### config.mk
export PLATFORM = sky130hd
export DESIGN_NAME = mem_port_arbiter
export DESIGN_NICKNAME = d
export VERILOG_FILES = /design/src/rtl/mem_port_arbiter.sv
export SDC_FILE = /design/constraint.sdc
export NUM_CORES = 1
export LEC_CHECK = 0
export ABC_AREA = 1
export CORE_MARGIN = 1
export CORE_UTILIZATION = 46
export CTS_BUF_LIST = sky130_fd_sc_hd__clkbuf_2
export DETAILED_ROUTE_END_ITERATION = 8
export PLACE_DENSITY = 0.88
export SYNTH_ARGS = -nofsm -noshare
export SYNTH_HDL_FRONTEND = slang
export SYNTH_SLANG_ARGS = --single-unit
### constraint.sdc
create_clock -name clk -period 7.43 [get_ports clk]
set_input_delay 1.486 -clock clk [delete_from_list [all_inputs] [get_ports clk]]
set_output_delay 1.486 -clock clk [all_outputs]
set_load 0.03 [all_outputs]
### src/rtl/mem_port_arbiter.sv
// -----------------------------------------------------------------------------
// mem_port_arbiter
//   Shares the single synchronous core memory between instruction fetch (IF)
//   and the load/store unit (LS). One request is granted per cycle, the owner
//   of every in-flight read is remembered so the data returns to the right
//   requester, and LS may lock the port for atomic read-then-write sequences.
//
//   Optional feature macro: MEM_ARB_FAIRNESS_EN
//     Defined   : after MAX_LS_RUN consecutive LS grants taken while IF waits,
//                 IF wins the next contested cycle (never while locked).
//     Undefined : strict LS priority, no run counter.
//
// Ports
//   clk, rst                 clock, asynchronous active-high reset
//   if_req/if_addr           IF read request (held until granted)
//   if_gnt                   IF request accepted this cycle (combinational)
//   if_rvalid/if_rdata       IF read return, one cycle after the grant
//   ls_req/ls_we/ls_lock     LS request, write select, keep-ownership flag
//   ls_addr/ls_wdata         LS address and write data
//   ls_gnt                   LS request accepted this cycle (combinational)
//   ls_rvalid/ls_rdata       LS read return, one cycle after the grant
//   mem_re/mem_we            memory strobes, muxed from the winner
//   mem_addr/mem_wdata       memory address/data; hold when idle
//   mem_rdata                memory read data, valid the cycle after mem_re
// -----------------------------------------------------------------------------
module mem_port_arbiter #(
    parameter int unsigned ADDR_WIDTH = 32,
    parameter int unsigned DATA_WIDTH = 32,
    parameter int unsigned MAX_LS_RUN = 4
) (
    input  logic                  clk,
    input  logic                  rst,
    input  logic                  if_req,
    input  logic [ADDR_WIDTH-1:0] if_addr,
    output logic                  if_gnt,
    output logic                  if_rvalid,
    output logic [DATA_WIDTH-1:0] if_rdata,
    input  logic                  ls_req,
    input  logic                  ls_we,
    input  logic                  ls_lock,
    input  logic [ADDR_WIDTH-1:0] ls_addr,
    input  logic [DATA_WIDTH-1:0] ls_wdata,
    output logic                  ls_gnt,
    output logic                  ls_rvalid,
    output logic [DATA_WIDTH-1:0] ls_rdata,
    output logic                  mem_re,
    output logic                  mem_we,
    output logic [ADDR_WIDTH-1:0] mem_addr,
    output logic [DATA_WIDTH-1:0] mem_wdata,
    input  logic [DATA_WIDTH-1:0] mem_rdata
);

    // Elaboration-time guard on the fairness run length.
    if (MAX_LS_RUN < 1 || MAX_LS_RUN > 15) begin : g_bad_run
        $error("mem_port_arbiter: MAX_LS_RUN must be in 1..15");
    end

    typedef enum logic [0:0] {
        ST_OPEN   = 1'b0,
        ST_LOCKED = 1'b1
    } state_e;

    // Pending-read source encoding.
    localparam logic SRC_IF = 1'b0;
    localparam logic SRC_LS = 1'b1;

    state_e                  state_q, state_d;
    logic                    pend_valid_q, pend_valid_d;
    logic                    pend_src_q, pend_src_d;
    logic [ADDR_WIDTH-1:0]   mem_addr_q, mem_addr_d;
    logic [DATA_WIDTH-1:0]   mem_wdata_q, mem_wdata_d;
    logic [DATA_WIDTH-1:0]   if_rdata_q, if_rdata_d;
    logic [DATA_WIDTH-1:0]   ls_rdata_q, ls_rdata_d;

    logic                    if_gnt_c;
    logic                    ls_gnt_c;
    logic                    fair_if_c;

`ifdef MEM_ARB_FAIRNESS_EN
    localparam int unsigned RUN_W = 4;

    logic [RUN_W-1:0]        run_q, run_d;

    // IF takes a contested cycle once LS has used up its run, unless locked.
    assign fair_if_c = (state_q == ST_OPEN) && (run_q == RUN_W'(MAX_LS_RUN));

    // Run counter: counts LS grants that made IF wait; saturates at the limit
    // so time spent locked cannot push it past the comparison value.
    always_comb begin
        run_d = run_q;
        if (!if_req || if_gnt_c) begin
            run_d = '0;
        end else if (ls_gnt_c && (run_q < RUN_W'(MAX_LS_RUN))) begin
            run_d = run_q + RUN_W'(1);
        end
    end

    always_ff @(posedge clk or posedge rst) begin
        if (rst) begin
            run_q <= '0;
        end else begin
            run_q <= run_d;
        end
    end
`else
    assign fair_if_c = 1'b0;
`endif

    // Grant selection and lock FSM next-state.
    always_comb begin
        if_gnt_c = 1'b0;
        ls_gnt_c = 1'b0;
        state_d  = state_q;

        // No grants while reset is asserted.
        if (!rst) begin
            if (if_req && ls_req && fair_if_c) begin
                if_gnt_c = 1'b1;
            end else if (ls_req) begin
                ls_gnt_c = 1'b1;
            end else if (if_req && (state_q == ST_OPEN)) begin
                if_gnt_c = 1'b1;
            end
        end

        unique case (state_q)
            ST_OPEN: begin
                if (ls_gnt_c && ls_lock) begin
                    state_d = ST_LOCKED;
                end
            end
            ST_LOCKED: begin
                if (ls_gnt_c && !ls_lock) begin
                    state_d = ST_OPEN;
                end
            end
            default: state_d = ST_OPEN;
        endcase
    end

    // Memory request mux; address/data hold their last value when idle.
    always_comb begin
        mem_addr_d  = mem_addr_q;
        mem_wdata_d = mem_wdata_q;
        if (ls_gnt_c) begin
            mem_addr_d  = ls_addr;
            mem_wdata_d = ls_wdata;
        end else if (if_gnt_c) begin
            mem_addr_d  = if_addr;
        end
    end

    // Pending read tracking: every granted read is returned next cycle.
    always_comb begin
        pend_valid_d = if_gnt_c || (ls_gnt_c && !ls_we);
        pend_src_d   = ls_gnt_c ? SRC_LS : SRC_IF;
    end

    // Return path: the owning requester sees mem_rdata directly, the other
    // keeps its previous data.
    always_comb begin
        if_rvalid  = pend_valid_q && (pend_src_q == SRC_IF);
        ls_rvalid  = pend_valid_q && (pend_src_q == SRC_LS);
        if_rdata_d = if_rvalid ? mem_rdata : if_rdata_q;
        ls_rdata_d = ls_rvalid ? mem_rdata : ls_rdata_q;
    end

    always_ff @(posedge clk or posedge rst) begin
        if (rst) begin
            state_q      <= ST_OPEN;
            pend_valid_q <= 1'b0;
            pend_src_q   <= SRC_IF;
            mem_addr_q   <= '0;
            mem_wdata_q  <= '0;
            if_rdata_q   <= '0;
            ls_rdata_q   <= '0;
        end else begin
            state_q      <= state_d;
            pend_valid_q <= pend_valid_d;
            pend_src_q   <= pend_src_d;
            mem_addr_q   <= mem_addr_d;
            mem_wdata_q  <= mem_wdata_d;
            if_rdata_q   <= if_rdata_d;
            ls_rdata_q   <= ls_rdata_d;
        end
    end

    assign if_gnt    = if_gnt_c;
    assign ls_gnt    = ls_gnt_c;
    assign mem_re    = if_gnt_c || (ls_gnt_c && !ls_we);
    assign mem_we    = ls_gnt_c && ls_we;
    assign mem_addr  = mem_addr_d;
    assign mem_wdata = mem_wdata_d;
    assign if_rdata  = if_rdata_d;
    assign ls_rdata  = ls_rdata_d;

endmodule

==> impl_metrics.toml, run 1 <==
[status]
status = "finished clean"

[cts]
clk_pin_slew_ps = 160
clock_sinks = 131
worstSkewPairLatency_ps = 680
h-tree-depth = 4
cts-buffers-inserted = 17
cts-resized-gates = 0
cts_setup_buffers = 0
cts_hold_buf = 0
root_buffer = "clkbuf_2"
clock_path_buffers = 2
cts_tree = "yes"

[layout]
finalNonFillerCells = 1101
regArea_um2 = 3278
nFillCells = 910
multi_input_area_um2 = 1765
drive_gt1_share_pct = 7.189
area_growth_pct = 49.86
nNetsFinal = 1054

[global_route]
grt_util_all_layers_pct = 25.17
grt_max_degree = 85
grt-ovfl-total = 0
grt_pass1_wl_um = 24650
grt_pass1_vias = 5091
antenna_found_initial = 1

[logic_synthesis]
synth_common_cells = "nand2_1, dfrtp_1, inv_1"
synth_area_um2 = 5717
synth_top_cell_by_area = "dfrtp_1"
ys_types = 15
synth_enable_flop_cells = 0
synth_top_area_share_pct = 57.34
synth_area_leaders = "dfrtp_1, nand2_1, inv_1, nand3_1, o21ai_1"
async_reset_ff_share_pct = 100.0
yosysSeqAreaShare_pct = 57.34
synthCells = 667
syn_nets = 801
syn_area_per_cell_um2 = 8.571
synth_ff_type = "dfrtp_1"
yosysMostFrequentCell = "nand2_1"
synth-seq-cells = 131
yosysWarningCount = 0

[sta]
finalHoldViolCount = 0
finalSetupViolations = 0
slew_headroom_pct = 24.38
final_max_slew_viol_count = 0
period_needed_ps = 6040
finClkSkew_ps = 23.99
fin_crit_sh_pct = 81.30
timing.fmax_mhz = 165.6
rsz0062_at_grt = "false"
tightest_slew_ps = 1134
tns_ps = 0

[placement]
buffer_ports.inserted = 267
hpwl_um = 11270
dpl.cell_count = 1069
gp_congestion = 0.8165

[detailed_routing]
antenna_left = 0
vias = 5129
wire_per_inst_um = 14.16
via_per_inst = 4.658
drc = 0
dr_wl_met2_um = 7986
drt_iter0_markers = 260
top_layer = "met4"
wl_met1_um = 5785
first_pass_iters = 5
dr_wl_met3_um = 1367
wl_um = 15590

[critical_path]
r2r_slack_ps = 5460
path_class = "input port to primary output"
arrival_ps = 4550
worstSetupStartpointType = "input port"
reg2regPathDepth = 5
cp.required_ps = 5940
crit_end = "mem_addr[31]"
cp_max_fo = 68
reg2reg_to = "mem_addr_q[24]$_DFF_PP0_"
critPathCaptureType = "primary output"
startpoint = "ls_req"

[floorplan]
die_area_um2 = 12880
core_area_um2 = 12060
ios = 268
rows = 40
initial_core_util_pct = 47.40
die_x_um = 113.5
die_y_um = 113.5

[job]
maxCapViolCount = 0

[power]
p_per_area_nw_per_um2 = 251.3
power_leakage_nw = 4.350
vdd_drop_max_v = 0.0001590

[min_path]
hold_path_class = "flop to flop"
-- metal layers --
| layer | global-route usage [%] | vias up |
|---|---|---|
| met2 | 44.72 | 225 |
| met1 | 26.38 | 2330 |
| met5 | 0 | - |
| li1 | - | 2547 |
| met4 | 11.49 | 0 |
| met3 | 9.511 | 27 |
-- critical path, stage by stage --
cell and delay [ps]:
clkdlybuf4s50_1 570, nand2_4 440, inv_2 990, nand2_1 140
nand2_1 140, clkdlybuf4s50_1 730
-- cell usage in the layout, fill, tap and decap left out, types with 2 or more instances in the layout --
cell type	count
buf_4	4
bufinv_16	2
clkbuf_2	21
clkdlybuf4s50_1	267
clkinv_1	2
clkinv_2	2
clkinvlp_4	2
dfrtp_1	131
inv_1	99
inv_2	4
nand2_1	259
nand2_4	2
nand3_1	64
nor2_4	2
o21ai_1	42
o21ai_2	23
-- area by class of cell --
cell class | count | share of cell area [%]
multi-input cells | 395 | 20.61
repair buffers | 271 | 31.55
clock buffers | 21 | 1.227
diodes | 1 | 0.02921
inverters | 104 | 4.586
clock inverters | 10 | 1.285
well taps | 168 | 2.454
flip-flops and latches | 131 | 38.26
-- worst min path at each step --
stage                                   from                       end  cells after the start
finish              if_rdata_q[10]$_DFF_PP0_  if_rdata_q[10]$_DFF_PP0_                      2
global route        if_rdata_q[13]$_DFF_PP0_  if_rdata_q[13]$_DFF_PP0_                      2
CTS                 if_rdata_q[10]$_DFF_PP0_  if_rdata_q[10]$_DFF_PP0_                      2
detailed placement   if_rdata_q[3]$_DFF_PP0_   if_rdata_q[3]$_DFF_PP0_                      2
global placement    if_rdata_q[14]$_DFF_PP0_  if_rdata_q[14]$_DFF_PP0_                      2
floorplan                               flop                      flop                      2
-- flip-flops by register name, summed over array words and instances (netlist names), named ones only --
name / flops
pend_valid_q: 1
mem_addr_q: 32
mem_wdata_q: 32
if_rdata_q: 32
pend_src_q: 1
ls_rdata_q: 32
-- per-stage QoR --
| step | util (%) | total power, mW | hold slack, ps | setup slack [ps] | instance area, um2 |
|---|---|---|---|---|---|
| floorplan | - | 1.385 | 508.5 | 2063 | 5717 |
| global placement | 69.22 | 1.746 | 449.8 | 1464 | 8349 |
| detailed placement | 69.22 | 1.768 | 456.6 | 1401 | 8349 |
| CTS | 71.01 | 2.174 | 493.7 | 1376 | 8564 |
| global route | 71.03 | 2.269 | 517.2 | 1162 | 8567 |
| finish | 71.03 | 2.153 | 486.3 | 1390 | 8567 |
-- logic make-up (layout without fill, tap and decap cells) --
kind of cell    Yosys count  in the layout  synth area share (%)
simple gates            330            330                 23.64
buf+inv                 141            406                 11.82
flops                   131            131                 57.34
compound gates           65             65                 7.201
other cells               0              1                     0
-- report_power, final --
| group | total (mW) | internal, mW | leakage, nW | switching (mW) |
|---|---|---|---|---|
| logic | 0.875 | 0.356 | 2.62 | 0.519 |
| registers | 0.875 | 0.839 | 1.60 | 0.0355 |
| clock network | 0.403 | 0.156 | 0.135 | 0.247 |
No activity file was read; power rests on OpenSTA's default activity.
==> inputs of run 2 (changes only) <==
--- a/config.mk
+++ b/config.mk
@@ -7,10 +7,10 @@
 export LEC_CHECK = 0
 export ABC_AREA = 1
 export CORE_MARGIN = 1
-export CORE_UTILIZATION = 46
+export CORE_UTILIZATION = 43
 export CTS_BUF_LIST = sky130_fd_sc_hd__clkbuf_2
 export DETAILED_ROUTE_END_ITERATION = 8
-export PLACE_DENSITY = 0.88
+export PLACE_DENSITY = 0.83
 export SYNTH_ARGS = -nofsm -noshare
 export SYNTH_HDL_FRONTEND = slang
 export SYNTH_SLANG_ARGS = --single-unit
==> constraint.sdc (replaced) <==
create_clock -name clk -period 5.9 [get_ports clk]
set_input_delay 1.18 -clock clk [delete_from_list [all_inputs] [get_ports clk]]
set_output_delay 1.18 -clock clk [all_outputs]
set_load 0.03 [all_outputs]
==> run 2 against run 1 <==
  * Register-to-register slack lost 1300 ps
  * Total power rose by 26%
  * Final cell count up 0.73%
  * Non-clock buffer count increased by 4
  * Sequential share of layout area grew 0.47 points
  * Via count fell by 1.4%
  * Setup slack worse by 180 ps
  * Critical path depth grew 1
  * First-iteration DRC count is 5.4% higher
  * Worst hold slack improved by 8.1 ps
  * Critical path type unchanged
==> impl_metrics.toml, run 2 (synthesis results as in run 1) <==
[power]
power_leakage_nw = 4.444
total_power_mw = 2.710
vdd_drop_max_v = 0.0001818
p_seq_share_pct = 40.5
p_per_area_nw_per_um2 = 320.2
power_frac_clock_pct = 19.5
comb_power_share_pct = 40.0
p_sw_share_pct = 38.10
p_switching_mw = 1.033
internal_power_mw = 1.678

[sta]
timing.fmax_mhz = 213.2
fin_crit_sh_pct = 79.49
tns_ps = 0
rsz0062_at_grt = "false"
slew_headroom_pct = 38.78
final_max_slew_viol_count = 0
finalSetupViolations = 0
period_needed_ps = 4690
finClkSkew_ps = 18.67
setup_slack_ps = 1210
finalHoldViolCount = 0
tightest_slew_ps = 918.2

[layout]
layout_commonest_cell = "nand2_1"
nNetsFinal = 1058
final_cell_mix = "nand2_1, clkdlybuf4s50_1, dfrtp_1"
area_growth_pct = 48.04
drive_gt1_share_pct = 14.74
nFillCells = 1031
stdcell_area_um2 = 8463

[global_route]
grt-ovfl-total = 0
grt_pass1_vias = 4992
antenna_found_initial = 1
grt_max_degree = 74
grt_pass1_wl_um = 25500
grt_util_all_layers_pct = 23.30

[cts]
root_buffer = "clkbuf_2"
worstSkewPairLatency_ps = 680
cts_setup_buffers = 0
clk_pin_slew_ps = 170
cts_tree = "yes"
h-tree-depth = 4
clock_sinks = 131
cts_hold_buf = 0
cts-resized-gates = 0
cts-buffers-inserted = 17
clock_path_buffers = 2

[detailed_routing]
vias = 5059
first_pass_iters = 4
wl_met1_um = 6249
wire_per_inst_um = 13.73
dr_wl_met3_um = 1152
antenna_left = 0
dr_wl_met2_um = 7512
via_per_inst = 4.562
drc = 0
wl_um = 15230
drt_iter0_markers = 274
top_layer = "met4"

[critical_path]
path_class = "input port to primary output"
critPathCaptureType = "primary output"
r2r_start = "pend_valid_q$_DFF_PP0_"
reg2regPathDepth = 5
startpoint = "ls_req"
worstSetupStartpointType = "input port"
cp.required_ps = 4720
arrival_ps = 3510
cp_max_fo = 46

[floorplan]
initial_core_util_pct = 44.75
die_y_um = 117.3
rows = 41
ios = 268
die_area_um2 = 13760
core_area_um2 = 12770
die_x_um = 117.3

[status]
status = "finished clean"

[placement]
buffer_ports.inserted = 267
hpwl_um = 10810
gp_congestion = 0.7828
pre_cts_slack_ps = 1165
placed_area_um2 = 8234

[min_path]
hold_path_class = "flop to flop"
hold_path_depth = 2
min-delay-start = "if_rdata_q[1]$_DFF_PP0_"

[job]
maxCapViolCount = 0
## run 2: worst paths after layout
| kind | end | slack [ps] |
|---|---|---|
| setup / recovery | mem_wdata[25] | 1210 |
| hold / removal | if_rdata_q[1]$_DFF_PP0_ | 490 |
| setup reg to reg | if_rdata_q[6]$_DFF_PP0_ | 4110 |
| hold reg to reg | if_rdata_q[1]$_DFF_PP0_ | 490 |
| max in group asynchronous | ls_rdata_q[28]$_DFF_PP0_ | 3350 |
| min in group asynchronous | mem_addr_q[19]$_DFF_PP0_ | 1150 |
## run 2: through the flow
| stage | util (%) | instances | hold slack, ps |
|---|---|---|---|
| after floorplan | - | 667 | 508.5 |
| after global placement | 64.46 | 1077 | 450.9 |
| after detailed placement | 64.46 | 1077 | 457.5 |
| after CTS | 66.24 | 1108 | 497.9 |
| after global routing | 66.26 | 1109 | 515.9 |
| final | 66.26 | 1109 | 494.4 |
## run 2: final cells by class
class	count	area [um2]	share of cell area (%)
Inverter	104	392.9	4.642
Clock buffer	18	90.09	1.064
Sequential cell	131	3278	38.73
Tap cell	172	215.2	2.543
Multi-Input combinational cell	395	1765	20.86
Antenna cell	1	2.502	0.02957
Timing Repair Buffer	275	2582	30.51
Clock inverter	13	136.4	1.611
## run 2: routing by layer
metal | vias up | track usage [%]
met2 | 223 | 38.31
li1 | 2545 | -
met3 | 23 | 7.101
met4 | 0 | 8.929
met5 | - | 0
met1 | 2268 | 28.65
## run 2: power groups by stage
| stage | logic (mW) | registers [mW] | clock network (mW) |
|---|---|---|---|
| CTS | 1.09 | 1.10 | 0.546 |
| global route | 1.16 | 1.12 | 0.594 |
| floorplan | 0.635 | 1.11 | 0 |
| detailed placement | 1.09 | 1.12 | 0 |
| finish | 1.08 | 1.10 | 0.528 |
| global placement | 1.07 | 1.11 | 0 |
## run 2: critical path, stage by stage
cell and delay, ps:
clkdlybuf4s50_1 570, nand2_4 300, inv_2 670, buf_4 390, nand2_1 100, nand2_1 100, buf_4 170
==> inputs of run 3 (changes only) <==
--- a/config.mk
+++ b/config.mk
@@ -7,10 +7,10 @@
 export LEC_CHECK = 0
 export ABC_AREA = 1
 export CORE_MARGIN = 1
-export CORE_UTILIZATION = 43
+export CORE_UTILIZATION = 38
 export CTS_BUF_LIST = sky130_fd_sc_hd__clkbuf_2
 export DETAILED_ROUTE_END_ITERATION = 8
-export PLACE_DENSITY = 0.83
+export PLACE_DENSITY = 0.78
 export SYNTH_ARGS = -nofsm -noshare
 export SYNTH_HDL_FRONTEND = slang
 export SYNTH_SLANG_ARGS = --single-unit
==> constraint.sdc (replaced) <==
create_clock -name clk -period 4.3 [get_ports clk]
set_input_delay 0.86 -clock clk [delete_from_list [all_inputs] [get_ports clk]]
set_output_delay 0.86 -clock clk [all_outputs]
set_load 0.03 [all_outputs]
==> run 3 against run 2 <==
  * Worst hold slack lost 5.4 ps
  * Core utilization shrank 8.1 points
  * Sequential share of layout area down 0.086 points
  * Combinational power up 36%
  * Global-route usage fell by 3.1 points
  * Sequential power up 37%
  * Die area increased by 13%
  * Non-clock buffer count rose by 1
  * Register-to-register slack worse by 1500 ps
  * Final cell count grew 1.2%
  * Count of clock-buffer cells in the layout unchanged
  * Setup slack lost 740 ps
  * Critical endpoint is now ls_rdata[17]
==> impl_metrics.toml, run 3 (synthesis results as in run 1) <==
[critical_path]
critPathCaptureType = "primary output"
cp_max_fo = 65
reg2reg_to = "ls_rdata_q[23]$_DFF_PP0_"
cpPeakStageDelay_ps = 830
path_class = "flop to primary output"
worstSetupStartpointType = "flop"
worstPathCellList = "nand2_2 -> nand2_1 -> o21ai_1 -> clkdlybuf4s50_1"
r2r_slack_ps = 2650
cp.required_ps = 3440
crit_slowest_cell = "nand2_2"
arrival_ps = 2970
r2r_start = "pend_src_q$_DFF_PP0_"
reg2regPathDepth = 3

[detailed_routing]
drt_iter0_markers = 233
first_pass_iters = 4
wl_um = 14880
via_per_inst = 4.469
wire_per_inst_um = 13.26
drc = 0
vias = 5014
antenna_left = 0

[global_route]
grt_pass1_vias = 4822
grt_pass1_wl_um = 24670
grt_max_degree = 82
grt_util_all_layers_pct = 20.17
antenna_found_initial = 1
grt-ovfl-total = 0

[sta]
timing.fmax_mhz = 261.2
finalHoldViolCount = 0
slew_headroom_pct = 23.91
fin_crit_sh_pct = 89.03
tns_ps = 0
tightest_slew_ps = 1137
setup_slack_ps = 471.8
period_needed_ps = 3828
rsz0062_at_grt = "false"
finalSetupViolations = 0
final_max_slew_viol_count = 0
finClkSkew_ps = 24.53

[min_path]
hold_path_depth = 2
hold_path_class = "flop to flop"
min_to = "if_rdata_q[31]$_DFF_PP0_"
min-delay-start = "if_rdata_q[31]$_DFF_PP0_"

[layout]
drive_gt1_share_pct = 14.83
nNetsFinal = 1059
final_cell_mix = "nand2_1, clkdlybuf4s50_1, dfrtp_1"
layout_commonest_cell = "nand2_1"
area_growth_pct = 48.37
nFillCells = 1326

[cts]
root_buffer = "clkbuf_2"
cts_setup_buffers = 0
clock_path_buffers = 2
clock_sinks = 131
h-tree-depth = 4
cts-buffers-inserted = 17
cts_tree = "yes"
cts_hold_buf = 0
cts-resized-gates = 0
clk_pin_slew_ps = 160
worstSkewPairLatency_ps = 680

[floorplan]
rows = 44
die_y_um = 124.7
initial_core_util_pct = 39.19
die_area_um2 = 15540
ios = 268
core_area_um2 = 14590
die_x_um = 124.7

[status]
status = "finished clean"

[placement]
pre_cts_slack_ps = 824.5
gp_congestion = 0.7499
hpwl_um = 10490
buffer_ports.inserted = 267

[power]
p_per_area_nw_per_um2 = 436.9
vdd_drop_max_v = 0.0002284
total_power_mw = 3.706
power_leakage_nw = 4.453

[job]
maxCapViolCount = 0
[run 3: cell types whose count changed in the layout (fill, tap and decap cells not counted)]
cell,delta
inv_8,+1
clkinv_1,+2
clkinvlp_4,-1
clkdlybuf4s50_1,-2
clkinv_4,+2
clkinv_2,-2
buf_4,+3
inv_6,-2
[run 3: layer usage]
layer | wire (um) | track usage [%] | vias to the layer above
met1 | 6519 | 26.51 | 2246
met5 | 0 | 0 | -
met2 | 6942 | 31.39 | 204
met4 | 192 | 7.087 | 0
met3 | 1228 | 6.229 | 12
li1 | - | - | 2552
[run 3: worst max-delay path by stage]
stage                         to  slack (ps)  depth (start not counted)                  from
global route         ls_rdata[6]         120                          4  pend_src_q$_DFF_PP0_
detailed placement        if_gnt         820                          5                ls_req
floorplan                 mem_we         190                          5                   rst
finish              ls_rdata[17]         470                          4  pend_src_q$_DFF_PP0_
global placement          if_gnt         840                          5                ls_req
CTS                 ls_rdata[17]         350                          4  pend_src_q$_DFF_PP0_
[run 3: where the power goes]
group | switching, mW | internal, mW | total, mW
clock | 0.460 | 0.265 | 0.725
combinational | 0.888 | 0.585 | 1.47
sequential | 0.0575 | 1.45 | 1.51
[run 3: through the flow]
step                      hold slack [ps]  std cells  util (%)  area [um2]
after CTS                           496.9       1121     58.12        8479
final                               489.1       1122     58.14        8482
after floorplan                     508.5        667         -        5717
after global routing                509.1       1122     58.14        8482
after global placement              450.7       1090     56.56        8252
after detailed placement            457.1       1090     56.56        8252
[run 3: layout make-up]
cell class	count	area (um2)	area share, %
Antenna cell	1	2.502	0.02950
Clock buffer	18	90.09	1.062
Clock inverter	13	137.6	1.623
Inverter	104	392.9	4.632
Multi-Input combinational cell	395	1765	20.81
Sequential cell	131	3278	38.65
Tap cell	184	230.2	2.714
Timing Repair Buffer	276	2585	30.48
[run 3: worst max-delay path: cells and delay by family, from the launching register on]
kind | cells | cell delay, ps
DFF | 1 | 430
AOI/OAI and AO/OA | 1 | 150
and+or+nand+nor | 2 | 960
buffers and inverters | 1 | 760
